`config.mk`:
```
export PLATFORM = sky130hd
export DESIGN_NAME = spi_note_master
export DESIGN_NICKNAME = d
export VERILOG_FILES = /design/src/rtl/spi_note_master.sv
export SDC_FILE = /design/constraint.sdc
export NUM_CORES = 1
export LEC_CHECK = 0
export BUFFER_PORTS_ARGS = -buffer_cell sky130_fd_sc_hd__buf_4
export CORE_MARGIN = 2
export CORE_UTILIZATION = 52
export CTS_CLUSTER_DIAMETER = 30
export DETAILED_ROUTE_END_ITERATION = 6
export HOLD_SLACK_MARGIN = 0.08
export PLACE_DENSITY = 0.75
export SYNTH_ARGS = -nofsm -noshare
export SYNTH_HDL_FRONTEND = slang
export SYNTH_SLANG_ARGS = --single-unit
```
`constraint.sdc`:
```
create_clock -name clk -period 1.8 [get_ports clk]
set_clock_uncertainty 0.1 [all_clocks]
set_input_delay 0.09 -clock clk [delete_from_list [all_inputs] [get_ports clk]]
set_output_delay 0.09 -clock clk [all_outputs]
set_load 0.02 [all_outputs]
```
`src/rtl/spi_note_master.sv`:
```
// Transmit-only SPI master: serialises one 32-bit note frame per request, MSB first.
// One-deep holding buffer lets the next frame queue while the current one shifts.
module spi_note_master #(
   parameter int CLK_DIV = 4,
   parameter int GAP_CYC = 8
) (
   input  logic       clk,
   input  logic       reset,
   input  logic       load,
   input  logic [7:0] note1,
   input  logic [7:0] note2,
   input  logic [7:0] note3,
   input  logic [1:0] notescount,
   output logic       ready,
   output logic       busy,
   output logic       done,
   output logic       sck,
   output logic       sdi
);
   // state  | meaning
   // IDLE   | waiting for a held frame
   // LOW    | sck low half-period
   // HIGH   | sck high half-period, shift on exit
   // GAP    | sck held low between frames
   typedef enum logic [1:0] {S_IDLE, S_LOW, S_HIGH, S_GAP} state_t;

   localparam int DW = (CLK_DIV > 1) ? $clog2(CLK_DIV) : 1;
   localparam int GW = (GAP_CYC > 1) ? $clog2(GAP_CYC) : 1;

   state_t        r_state, w_state_n;
   logic [DW-1:0] r_div, w_div_n;
   logic [GW-1:0] r_gap, w_gap_n;
   logic [4:0]    r_bitcnt, w_bitcnt_n;
   logic [31:0]   r_shreg, w_shreg_n;
   logic [31:0]   r_hold, w_hold_n;
   logic          r_hold_valid, w_hold_valid_n;
   logic          r_sck, w_sck_n;
   logic          r_sdi, w_sdi_n;
   logic          r_done, w_done_n;
   logic          r_busy, r_ready;
   logic          w_accept, w_take, w_div_last;
   logic [31:0]   w_frame;

   assign w_frame    = {6'b0, notescount, note3, note2, note1};
   assign w_accept   = load & r_ready;
   assign w_div_last = (r_div == DW'(CLK_DIV - 1));

   always_comb begin
      w_state_n  = r_state;
      w_div_n    = r_div;
      w_gap_n    = r_gap;
      w_bitcnt_n = r_bitcnt;
      w_shreg_n  = r_shreg;
      w_sck_n    = r_sck;
      w_sdi_n    = r_sdi;
      w_done_n   = 1'b0;
      w_take     = 1'b0;
      case (r_state)
         S_IDLE: begin
            if (r_hold_valid) begin
               w_take     = 1'b1;
               w_shreg_n  = r_hold;
               w_sdi_n    = r_hold[31];
               w_bitcnt_n = 5'd0;
               w_div_n    = '0;
               w_state_n  = S_LOW;
            end
         end
         S_LOW: begin
            if (w_div_last) begin
               w_sck_n   = 1'b1;
               w_div_n   = '0;
               w_state_n = S_HIGH;
            end else begin
               w_div_n = r_div + 1'b1;
            end
         end
         S_HIGH: begin
            if (w_div_last) begin
               w_sck_n = 1'b0;
               w_div_n = '0;
               if (r_bitcnt == 5'd31) begin
                  w_sdi_n   = 1'b0;
                  w_gap_n   = '0;
                  w_state_n = S_GAP;
               end else begin
                  w_shreg_n  = {r_shreg[30:0], 1'b0};
                  w_sdi_n    = r_shreg[30];
                  w_bitcnt_n = r_bitcnt + 5'd1;
                  w_state_n  = S_LOW;
               end
            end else begin
               w_div_n = r_div + 1'b1;
            end
         end
         S_GAP: begin
            if (r_gap == GW'(GAP_CYC - 1)) begin
               w_done_n  = 1'b1;
               w_state_n = S_IDLE;
            end else begin
               w_gap_n = r_gap + 1'b1;
            end
         end
         default: w_state_n = S_IDLE;
      endcase
      // A new accept wins over the engine emptying hold in the same cycle.
      w_hold_n       = w_accept ? w_frame : r_hold;
      w_hold_valid_n = w_accept ? 1'b1 : (w_take ? 1'b0 : r_hold_valid);
   end

   always_ff @(posedge clk) begin
      if (reset) begin
         r_state      <= S_IDLE;
         r_div        <= '0;
         r_gap        <= '0;
         r_bitcnt     <= 5'd0;
         r_shreg      <= 32'd0;
         r_hold       <= 32'd0;
         r_hold_valid <= 1'b0;
         r_sck        <= 1'b0;
         r_sdi        <= 1'b0;
         r_done       <= 1'b0;
         r_busy       <= 1'b0;
         r_ready      <= 1'b1;
      end else begin
         r_state      <= w_state_n;
         r_div        <= w_div_n;
         r_gap        <= w_gap_n;
         r_bitcnt     <= w_bitcnt_n;
         r_shreg      <= w_shreg_n;
         r_hold       <= w_hold_n;
         r_hold_valid <= w_hold_valid_n;
         r_sck        <= w_sck_n;
         r_sdi        <= w_sdi_n;
         r_done       <= w_done_n;
         r_busy       <= (w_state_n != S_IDLE);
         r_ready      <= ~w_hold_valid_n;
      end
   end

   assign ready = r_ready;
   assign busy  = r_busy;
   assign done  = r_done;
   assign sck   = r_sck;
   assign sdi   = r_sdi;
endmodule
```
==> metrics, run 1 <==
Ports=34; critical path required time=1960 ps; type of the most critical hold path=input port to register; slew margin rel.=0.4684; Post-Syn Nets=388; P per Cell Area=980.5 nW/um^2; Critical Path AT=2100 ps; synth unique cells=33; # setup viols final=36; n_diodes=0; port bufs=33; most used cell, CP=ha_4; area taken by multi-input logic gates=1708 um^2; Via Count=2771; initial antenna violation count=0; commonest non-fill, non-tap cell in the layout=dfxtp_1; Fillers=365; Synth Cell Area=3211 um^2; vias in the first global route=2625; Clock Tree Buf Depth=2; leading cell types in the layout, fill and taps excluded=dfxtp_1 (71), nand2_1 (63), buf_4 (49); DRT Pass-1 Iters=4; clock share of power=0.416; Area growth syn-to-layout=41.23%; hold_ws=197.1 ps; sequential area share after synthesis=0.4677; H-tree levels=3; Worst setup SP type=register; syn avg cell area=9.173 um^2; Max-Cap Viols=0; Crit Path Class=register to register; Setup WS post-layout=-143.6 ps; #FFs+latches synth=75; Initial Utilization=0.5391; Worst-path clk slew=80 ps; P_sw=1.077 mW; Internal Power=3.369 mW; worst slack, placed=-129.7 ps; initial DRC count=187; Final Non-Filler Cells=506; Peak VDD IR=0.6124 mV; CP endpoint kind=register; cells after synthesis=350; layout cells sized above 1=0.3225; Worst-Skew Late Latency=350 ps; FF/Latch Area=1506 um^2; CTS tree=yes; final instance area=4534 um^2; TritonCTS Buffers=9; placed instance count=452; clock sink total=75; global route overflow=0; crit-path max cell delay=340 ps; RSZ-0062 raised after global routing=true; maximum fanout along the worst path=8; Die ar.=6819 um^2; Die Span Y=82.58 um; status=finished, violations left; switching share of power=0.2423; Slew Limit Fails=0; WL per Instance=15.90 um; Detail Placement HPWL=4006 um; Avg Vias per Cell=5.476; fin crit share=1.080; Cell Rows=28; GP Congestion=0.8273; Slew @ Worst Pin=792.2 ps; core area=5956 um^2; Tmin final=1944 ps; violated checks=setup timing; CP max-delay cell=dfxtp_2; Routed Antenna Nets=0; Post-Route WL=8044 um; nets=464; fmax=514.5 MHz; pin count of the biggest net entering global routing=59; first-pass GRT wire length=11970 um; sequential power share=0.415; DP Area=3596 um^2; Die X=82.58 um; final hold vios=0; gr usage total=0.2315; DRC=0; leakage=1.739 nW; CTS Root Cell=clkbuf_8; Ys Warns=0; cells along the critical path=ha_4 -> and3_4 -> ha_4 -> nor2b_4 -> o211a_4 -> clkbuf_16 -> nor2_2 -> a211oi_1; Comb pwr share=0.169
==> sequential cells by signal, indices dropped and copies added, names as in the netlist <==
signal        cells
ready             1
done              1
r_div             2
r_shreg          31
r_hold           26
r_hold_valid      1
sck               1
busy              1
r_bitcnt          5
sdi               1
r_gap             3
r_state           2
==> worst paths after layout <==
check / endpoint / cells past startpoint / slack (ps) / start
worst min-delay path: r_hold[24]$_SDFFE_PP0P_ / 5 / 200 / load
worst min register to register: r_hold[14]$_SDFFE_PP0P_ / 2 / 360 / r_hold[14]$_SDFFE_PP0P_
worst max-delay path: r_shreg[5]$_SDFFE_PP0P_ / 8 / -140 / r_bitcnt[1]$_SDFFE_PP0P_
worst max register to register: r_shreg[5]$_SDFFE_PP0P_ / 8 / -140 / r_bitcnt[1]$_SDFFE_PP0P_
==> metal layers <==
layer | share of wire | global-route usage
met2 | 0.53 | 0.3935
met3 | 0.029 | 0.05761
met4 | 0.022 | 0.09016
met5 | 0 | 0
met1 | 0.42 | 0.2813
==> synthesized netlist by cell type (all sizes together) <==
cell type | instances | share of area
nor3b | 1 | 0.0023
clkbuf | 12 | 0.014
nor2b | 4 | 0.010
o211a | 2 | 0.0086
o21a | 2 | 0.0047
a22oi | 1 | 0.0023
inv | 6 | 0.0070
dfxtp | 75 | 0.47
nand3 | 4 | 0.0062
or2 | 1 | 0.0019
nor2 | 37 | 0.043
a221oi | 1 | 0.0027
xnor2 | 1 | 0.0027
mux2i | 29 | 0.090
and3 | 2 | 0.0039
a41oi | 1 | 0.0027
o211ai | 2 | 0.0047
and2 | 4 | 0.0078
o21ai | 6 | 0.0094
a32oi | 2 | 0.0055
nand2 | 67 | 0.078
a211oi | 25 | 0.090
buf | 12 | 0.028
or3 | 2 | 0.0039
a21oi | 38 | 0.059
nand2b | 4 | 0.0078
ha | 9 | 0.035
==> critical path: cells and delay by family (launching register included) <==
family                   cells  cell delay [ps]
AO/OA/AOI/OAI                2              550
adder cells (fa/ha/maj)      2              320
buffers and inverters        1              200
flip-flops                   1              340
AND/OR/NAND/NOR              3              340
==> kinds of logic after synthesis <==
group | count (synthesis) | share of synthesized area
AOI/OAI and AO/OA | 80 | 0.1894
xor gates and xnor gates | 1 | 0.002728
muxes | 29 | 0.09041
adders and majority gates | 9 | 0.03507
and+or+nand+nor | 126 | 0.1656
DFF | 75 | 0.4677
buffers and inverters | 30 | 0.04910
==> area by class of cell <==
type                            instances  share of cell area
Inverter                                6            0.004967
Timing Repair Buffer                   89              0.2020
Clock buffer                            9             0.02732
Sequential cell                        75              0.3322
Tap cell                               75             0.02070
Clock inverter                          7             0.03615
Multi-Input combinational cell        245              0.3767
==> per-stage QoR <==
stage / total power, mW / utilization / TNS, ps
after global placement: 2.347 / 0.6038 / -1144
final: 4.446 / 0.7613 / -2049
after detailed placement: 2.369 / 0.6038 / -2819
after CTS: 4.289 / 0.7160 / -473.2
after floorplan: 2.210 / - / 0
after global routing: 4.600 / 0.7613 / -4045
==> power groups by stage <==
| stage | clock, mW | combinational (mW) | sequential (mW) |
|---|---|---|---|
| floorplan | 0 | 0.352 | 1.86 |
| global placement | 0 | 0.484 | 1.86 |
| finish | 1.85 | 0.751 | 1.84 |
| CTS | 1.84 | 0.617 | 1.83 |
| global route | 1.94 | 0.808 | 1.86 |
| detailed placement | 0 | 0.501 | 1.87 |
==> repair_timing <==
| action | CTS | global route |
|---|---|---|
| endpoints found under the hold margin | 34 | 0 |
| cloned | 2 | 4 |
| setup endpoints to repair | 40 | 41 |
| pin swaps | 5 | 19 |
| buffers inserted | 1 | 4 |
| hold buffers | 27 | 0 |
| gates resized for setup | 10 | 37 |
Note: power is estimated with default switching activity, not from simulation.
==> inputs of run 2 (changes only) <==
--- a/config.mk
+++ b/config.mk
@@ -7,7 +7,7 @@
 export LEC_CHECK = 0
 export BUFFER_PORTS_ARGS = -buffer_cell sky130_fd_sc_hd__buf_4
 export CORE_MARGIN = 2
-export CORE_UTILIZATION = 52
+export CORE_UTILIZATION = 55
 export CTS_CLUSTER_DIAMETER = 30
 export DETAILED_ROUTE_END_ITERATION = 6
 export HOLD_SLACK_MARGIN = 0.08
==> constraint.sdc (replaced) <==
create_clock -name clk -period 2 [get_ports clk]
set_clock_uncertainty 0.1 [all_clocks]
set_input_delay 0.1 -clock clk [delete_from_list [all_inputs] [get_ports clk]]
set_output_delay 0.1 -clock clk [all_outputs]
set_load 0.02 [all_outputs]
==> metrics, run 2 (synthesis results as in run 1) <==
CP endpoint kind=register (unchanged); initial DRC count=137 (was 187); pin count of the biggest net entering global routing=31 (was 59); WL per Instance=14.57 um (was 15.90 um); Worst-path clk slew=80 ps (about the same); RSZ-0062 raised after global routing=true (unchanged); DRC=0 (unchanged); CTS Root Cell=clkbuf_8 (unchanged); n_diodes=0 (unchanged); # setup viols final=1 (was 36); type of the most critical hold path=input port to register (unchanged); hold_ws=265.3 ps (was 197.1 ps); critical path required time=2100 ps (was 1960 ps); vias in the first global route=2575 (was 2625); sequential power share=0.480 (was 0.415); Routed Antenna Nets=0 (unchanged); Via Count=2681 (was 2771); leakage=1.590 nW (was 1.739 nW); Cell Rows=27 (was 28); Ports=34 (unchanged); Slew Limit Fails=0 (unchanged); worst slack, placed=57.87 ps (was -129.7 ps); switching share of power=0.2576 (was 0.2423); slew margin rel.=0.5766 (was 0.4684); Tmin final=2007 ps (was 1944 ps); first-pass GRT wire length=11110 um (was 11970 um); Reg with most FFs=r_shreg (unchanged); Critical Path AT=2100 ps (about the same); P_sw=886.2 uW (was 1.077 mW); nets=452 (was 464); leading cell types in the layout, fill and taps excluded=dfxtp_1 (72), nand2_1 (67), buf_4 (44) (was dfxtp_1 (71), nand2_1 (63), buf_4 (49)); Clock Tree Buf Depth=2 (unchanged); Slew @ Worst Pin=630.9 ps (was 792.2 ps); initial antenna violation count=0 (unchanged); layout cells sized above 1=0.2291 (was 0.3225); Comb pwr share=0.153 (was 0.169); Peak VDD IR=0.6628 mV (was 0.6124 mV); GP Congestion=0.8612 (was 0.8273); number of flip-flops in the largest register=31 (unchanged); Hold Path Depth=4 (was 5); top flop regs=r_shreg: 31 flops, r_hold: 26 flops, r_bitcnt: 5 flops (unchanged); Die Span Y=80.40 um (was 82.58 um); Max-Cap Viols=0 (unchanged); gr usage total=0.2213 (was 0.2315); DRT Pass-1 Iters=6 (was 4); H-tree levels=3 (unchanged); R2R depth=8 (unchanged); violated checks=setup timing (unchanged); Avg Vias per Cell=5.460 (was 5.476); maximum fanout along the worst path=8 (unchanged); clock sink total=75 (unchanged); port bufs=33 (unchanged); P per Cell Area=834.9 nW/um^2 (was 980.5 nW/um^2); TritonCTS Buffers=9 (unchanged); Post-Route WL=7153 um (was 8044 um); Worst-Skew Late Latency=340 ps (was 350 ps); final hold vios=0 (unchanged); Internal Power=2.554 mW (was 3.369 mW); Worst setup SP type=register (unchanged); global route overflow=0 (unchanged); Die ar.=6464 um^2 (was 6819 um^2); core area=5574 um^2 (was 5956 um^2); Setup WS post-layout=-7.137 ps (was -143.6 ps); fin crit share=1.004 (was 1.080); commonest non-fill, non-tap cell in the layout=dfxtp_1 (unchanged); status=finished, violations left (unchanged); fmax=498.2 MHz (was 514.5 MHz); Die X=80.40 um (was 82.58 um); CTS tree=yes (unchanged); Crit Path Class=register to register (unchanged); setup_tns=-7.137 ps (was -2049 ps); Area growth syn-to-layout=28.33% (was 41.23%); total power=3.440 mW (was 4.446 mW); Initial Utilization=0.5760 (was 0.5391); clock share of power=0.367 (was 0.416); Detail Placement HPWL=4111 um (was 4006 um)
==> run 2: worst max-delay path, stage by stage (launching register included) <==
cell and delay [ps]:
dfxtp_2 330, ha_1 200, and3_1 190, ha_2 190
nor2b_4 140, o211ai_1 180, buf_4 230, o21ai_0 190
a21oi_1 110
==> run 2: worst paths after layout <==
| path | start | to | slack, ps |
|---|---|---|---|
| setup / recovery | r_bitcnt[0]$_SDFFE_PP0P_ | r_bitcnt[2]$_SDFFE_PP0P_ | -7 |
| hold / removal | load | r_hold[11]$_SDFFE_PP0P_ | 270 |
| setup reg to reg | r_bitcnt[0]$_SDFFE_PP0P_ | r_bitcnt[2]$_SDFFE_PP0P_ | -7 |
| hold reg to reg | r_shreg[25]$_SDFFE_PP0P_ | r_shreg[26]$_SDFFE_PP0P_ | 350 |
==> run 2: layout make-up <==
| type | count | area, um^2 |
|---|---|---|
| clock buffer | 9 | 123.9 |
| inverter | 6 | 22.52 |
| timing repair buffer | 77 | 720.7 |
| clock inverter | 7 | 92.59 |
| fill | 395 | 1454 |
| multi-input combinational | 245 | 1565 |
| sequential | 75 | 1505 |
| tap | 72 | 90.09 |
==> run 2: routing by layer <==
layer / up-vias / wire, um / track usage
met5: - / 0 / 0
met4: 0 / 156 / 0.1186
met3: 17 / 284 / 0.04045
met2: 73 / 3670 / 0.3842
met1: 1269 / 3041 / 0.2571
li1: 1322 / - / -
==> run 2: timing repair <==
item,4_1_cts,5_1_grt
buffers inserted,0,2
setup endpoints to repair,0,28
resized for setup,0,7
endpoints found under the hold margin,42,0
hold buffers,28,0
==> run 2: per-stage QoR <==
| step | cells | utilization | cell area, um^2 |
|---|---|---|---|
| 6_report | 491 | 0.7392 | 4120 |
| 3_5_place_dp | 443 | 0.6357 | 3543 |
| 2_1_floorplan | 350 | - | 3211 |
| 4_1_cts | 487 | 0.7248 | 4040 |
| 3_3_place_gp | 443 | 0.6357 | 3543 |
| 5_1_grt | 491 | 0.7392 | 4120 |
==> run 2: power groups by stage <==
stage	registers, mW	logic, mW	clock network, mW
after global placement	1.68	0.422	0
after global routing	1.66	0.577	1.35
final	1.65	0.527	1.26
after CTS	1.65	0.483	1.27
after detailed placement	1.68	0.436	0
after floorplan	1.67	0.317	0
==> inputs of run 3 (changes only) <==
--- a/config.mk
+++ b/config.mk
@@ -6,7 +6,6 @@
 export NUM_CORES = 1
 export LEC_CHECK = 0
 export BUFFER_PORTS_ARGS = -buffer_cell sky130_fd_sc_hd__buf_4
-export CORE_MARGIN = 2
 export CORE_UTILIZATION = 55
 export CTS_CLUSTER_DIAMETER = 30
 export DETAILED_ROUTE_END_ITERATION = 6
==> metrics, run 3 (synthesis results as in run 1) <==
status=complete, no violations (was finished, violations left); core area=5574 um^2 (unchanged); hold_ws=251.6 ps (was 265.3 ps); Final Non-Filler Cells=493 (was 491); Setup WS post-layout=39.36 ps (was -7.137 ps); fin crit share=0.9803 (was 1.004); CTS tree=yes (unchanged); Worst-Skew Late Latency=340 ps (about the same); P per Cell Area=827.2 nW/um^2 (was 834.9 nW/um^2); critical path required time=2130 ps (was 2100 ps); slew margin rel.=0.7000 (was 0.5766); Fillers=389 (was 395); Cell Rows=27 (unchanged); global route overflow=0 (unchanged); Post-Route WL=7257 um (was 7153 um); sequential power share=0.479 (was 0.480); CP endpoint kind=register (unchanged); initial DRC count=170 (was 137); Crit Path Class=register to register (unchanged); WL per Instance=14.72 um (was 14.57 um); crit-path leading delay family=adder cells (was compound AO/OA/AOI/OAI gates); crit-path max cell delay=320 ps (was 330 ps); type of the most critical hold path=input port to register (unchanged); clock share of power=0.358 (was 0.367); Die X=78.40 um (was 80.40 um); Via Count=2687 (was 2681); Max-Cap Viols=0 (unchanged); Peak VDD IR=0.6164 mV (was 0.6628 mV); Die Span Y=78.40 um (was 80.40 um); Critical Path AT=2090 ps (was 2100 ps); initial antenna violation count=0 (unchanged); total power=3.443 mW (was 3.440 mW); leading cell types in the layout, fill and taps excluded=dfxtp_1 (75), nand2_1 (67), buf_4 (46) (was dfxtp_1 (72), nand2_1 (67), buf_4 (44)); layout cells sized above 1=0.2352 (was 0.2291); Area growth syn-to-layout=29.66% (was 28.33%); Initial Utilization=0.5760 (unchanged); vias in the first global route=2536 (was 2575); Detail Placement HPWL=3919 um (was 4111 um); final hold vios=0 (unchanged); switching share of power=0.2596 (was 0.2576); gr usage total=0.2320 (was 0.2213); Tmin final=1961 ps (was 2007 ps); P_sw=893.9 uW (was 886.2 uW); Worst setup SP type=register (unchanged); CP max-delay cell=dfxtp_1 (was dfxtp_2); n_diodes=0 (unchanged); Ports=34 (unchanged); Comb pwr share=0.163 (was 0.153); Routed Antenna Nets=0 (unchanged); Internal Power=2.549 mW (was 2.554 mW); TritonCTS Buffers=9 (unchanged); Slew @ Worst Pin=450.0 ps (was 630.9 ps); DRC=0 (unchanged); DRT Pass-1 Iters=4 (was 6); nets=454 (was 452); top flop regs=r_shreg: 31 flops, r_hold: 26 flops, r_bitcnt: 5 flops (unchanged); Slew Limit Fails=0 (unchanged); GP Congestion=0.7949 (was 0.8612); leakage=1.602 nW (was 1.590 nW); Avg Vias per Cell=5.450 (was 5.460); area taken by multi-input logic gates=1580 um^2 (was 1565 um^2); pin count of the biggest net entering global routing=38 (was 31); # setup viols final=0 (was 1); FF/Latch Area=1501 um^2 (was 1505 um^2); first-pass GRT wire length=11150 um (was 11110 um); clock sink total=75 (unchanged); Bufs and invs on worst path=1 (unchanged); Worst-path clk slew=80 ps (about the same); fmax=510.0 MHz (was 498.2 MHz); fin util=0.7468 (was 0.7392); placed instance count=445 (was 443); H-tree levels=3 (unchanged); maximum fanout along the worst path=7 (was 8); Clock Tree Buf Depth=2 (unchanged); Reg with most FFs=r_shreg (unchanged); Die ar.=6147 um^2 (was 6464 um^2); commonest non-fill, non-tap cell in the layout=dfxtp_1 (unchanged); port bufs=33 (unchanged); CTS Root Cell=clkbuf_8 (unchanged); worst slack, placed=65.08 ps (was 57.87 ps); cells along the critical path=ha_1 -> and3_1 -> ha_2 -> nor2b_4 -> o211a_4 -> clkbuf_16 -> xnor2_1 -> nor2_1 (was ha_1 -> and3_1 -> ha_2 -> nor2b_4 -> o211ai_1 -> buf_4 -> o21ai_0 -> a21oi_1); number of flip-flops in the largest register=31 (unchanged)
-- run 3: changes by cell type in the layout (fill, tap and decap cells not counted), moves of 2 or more --
cell,before,now
dfxtp_2,3,0
clkinv_4,2,0
buf_4,44,46
clkbuf_8,9,12
dfxtp_1,72,75
clkbuf_16,2,4
-- run 3: final timing paths --
| kind | startpoint | end | slack (ps) | cells after the start |
|---|---|---|---|---|
| setup / recovery | r_bitcnt[0]$_SDFFE_PP0P_ | r_bitcnt[0]$_SDFFE_PP0P_ | 40 | 8 |
| hold / removal | load | r_hold[23]$_SDFFE_PP0P_ | 250 | 4 |
| setup reg to reg | r_bitcnt[0]$_SDFFE_PP0P_ | r_bitcnt[0]$_SDFFE_PP0P_ | 40 | 8 |
| hold reg to reg | r_shreg[25]$_SDFFE_PP0P_ | r_shreg[26]$_SDFFE_PP0P_ | 350 | 2 |
-- run 3: power by group through the flow --
stage	logic (mW)	clock network (mW)	registers, mW
floorplan	0.317	0	1.67
CTS	0.481	1.24	1.65
global route	0.614	1.31	1.66
detailed placement	0.435	0	1.68
global placement	0.422	0	1.68
finish	0.560	1.23	1.65
-- run 3: metrics by stage --
stage	cell area [um^2]	setup TNS [ps]
after CTS	4029	0
after global routing	4163	-85.08
final	4163	0
after global placement	3546	0
after detailed placement	3546	0
after floorplan	3211	0
-- run 3: metal layers --
metal / up-vias / wire, um / share of wire / global-route usage
met5: - / 0 / 0 / 0
met4: 0 / 121 / 0.017 / 0.1019
met3: 14 / 210 / 0.029 / 0.04651
met2: 50 / 3757 / 0.52 / 0.3921
met1: 1290 / 3168 / 0.44 / 0.2857
li1: 1333 / - / - / -
-- run 3: tightest hold or removal path, stage by stage --
cell and delay (ps):
buf_4 80, nand2_1 260, nand2_1 160, a21oi_1 50
-- run 3: final cells by class --
type	count	share of cell area
clock buffer	12	0.03968
sequential	75	0.3607
inverter	6	0.005410
multi-input combinational	245	0.3796
tap	72	0.02164
timing repair buffer	79	0.1815
clock inverter	4	0.01142
-- run 3: repair_timing --
item                       in CTS  in global routing
hold endpoints to repair       28                  0
resized for setup               0                  7
buffers inserted                0                  1
hold buffers                   27                  0
setup endpoints to repair       0                 37
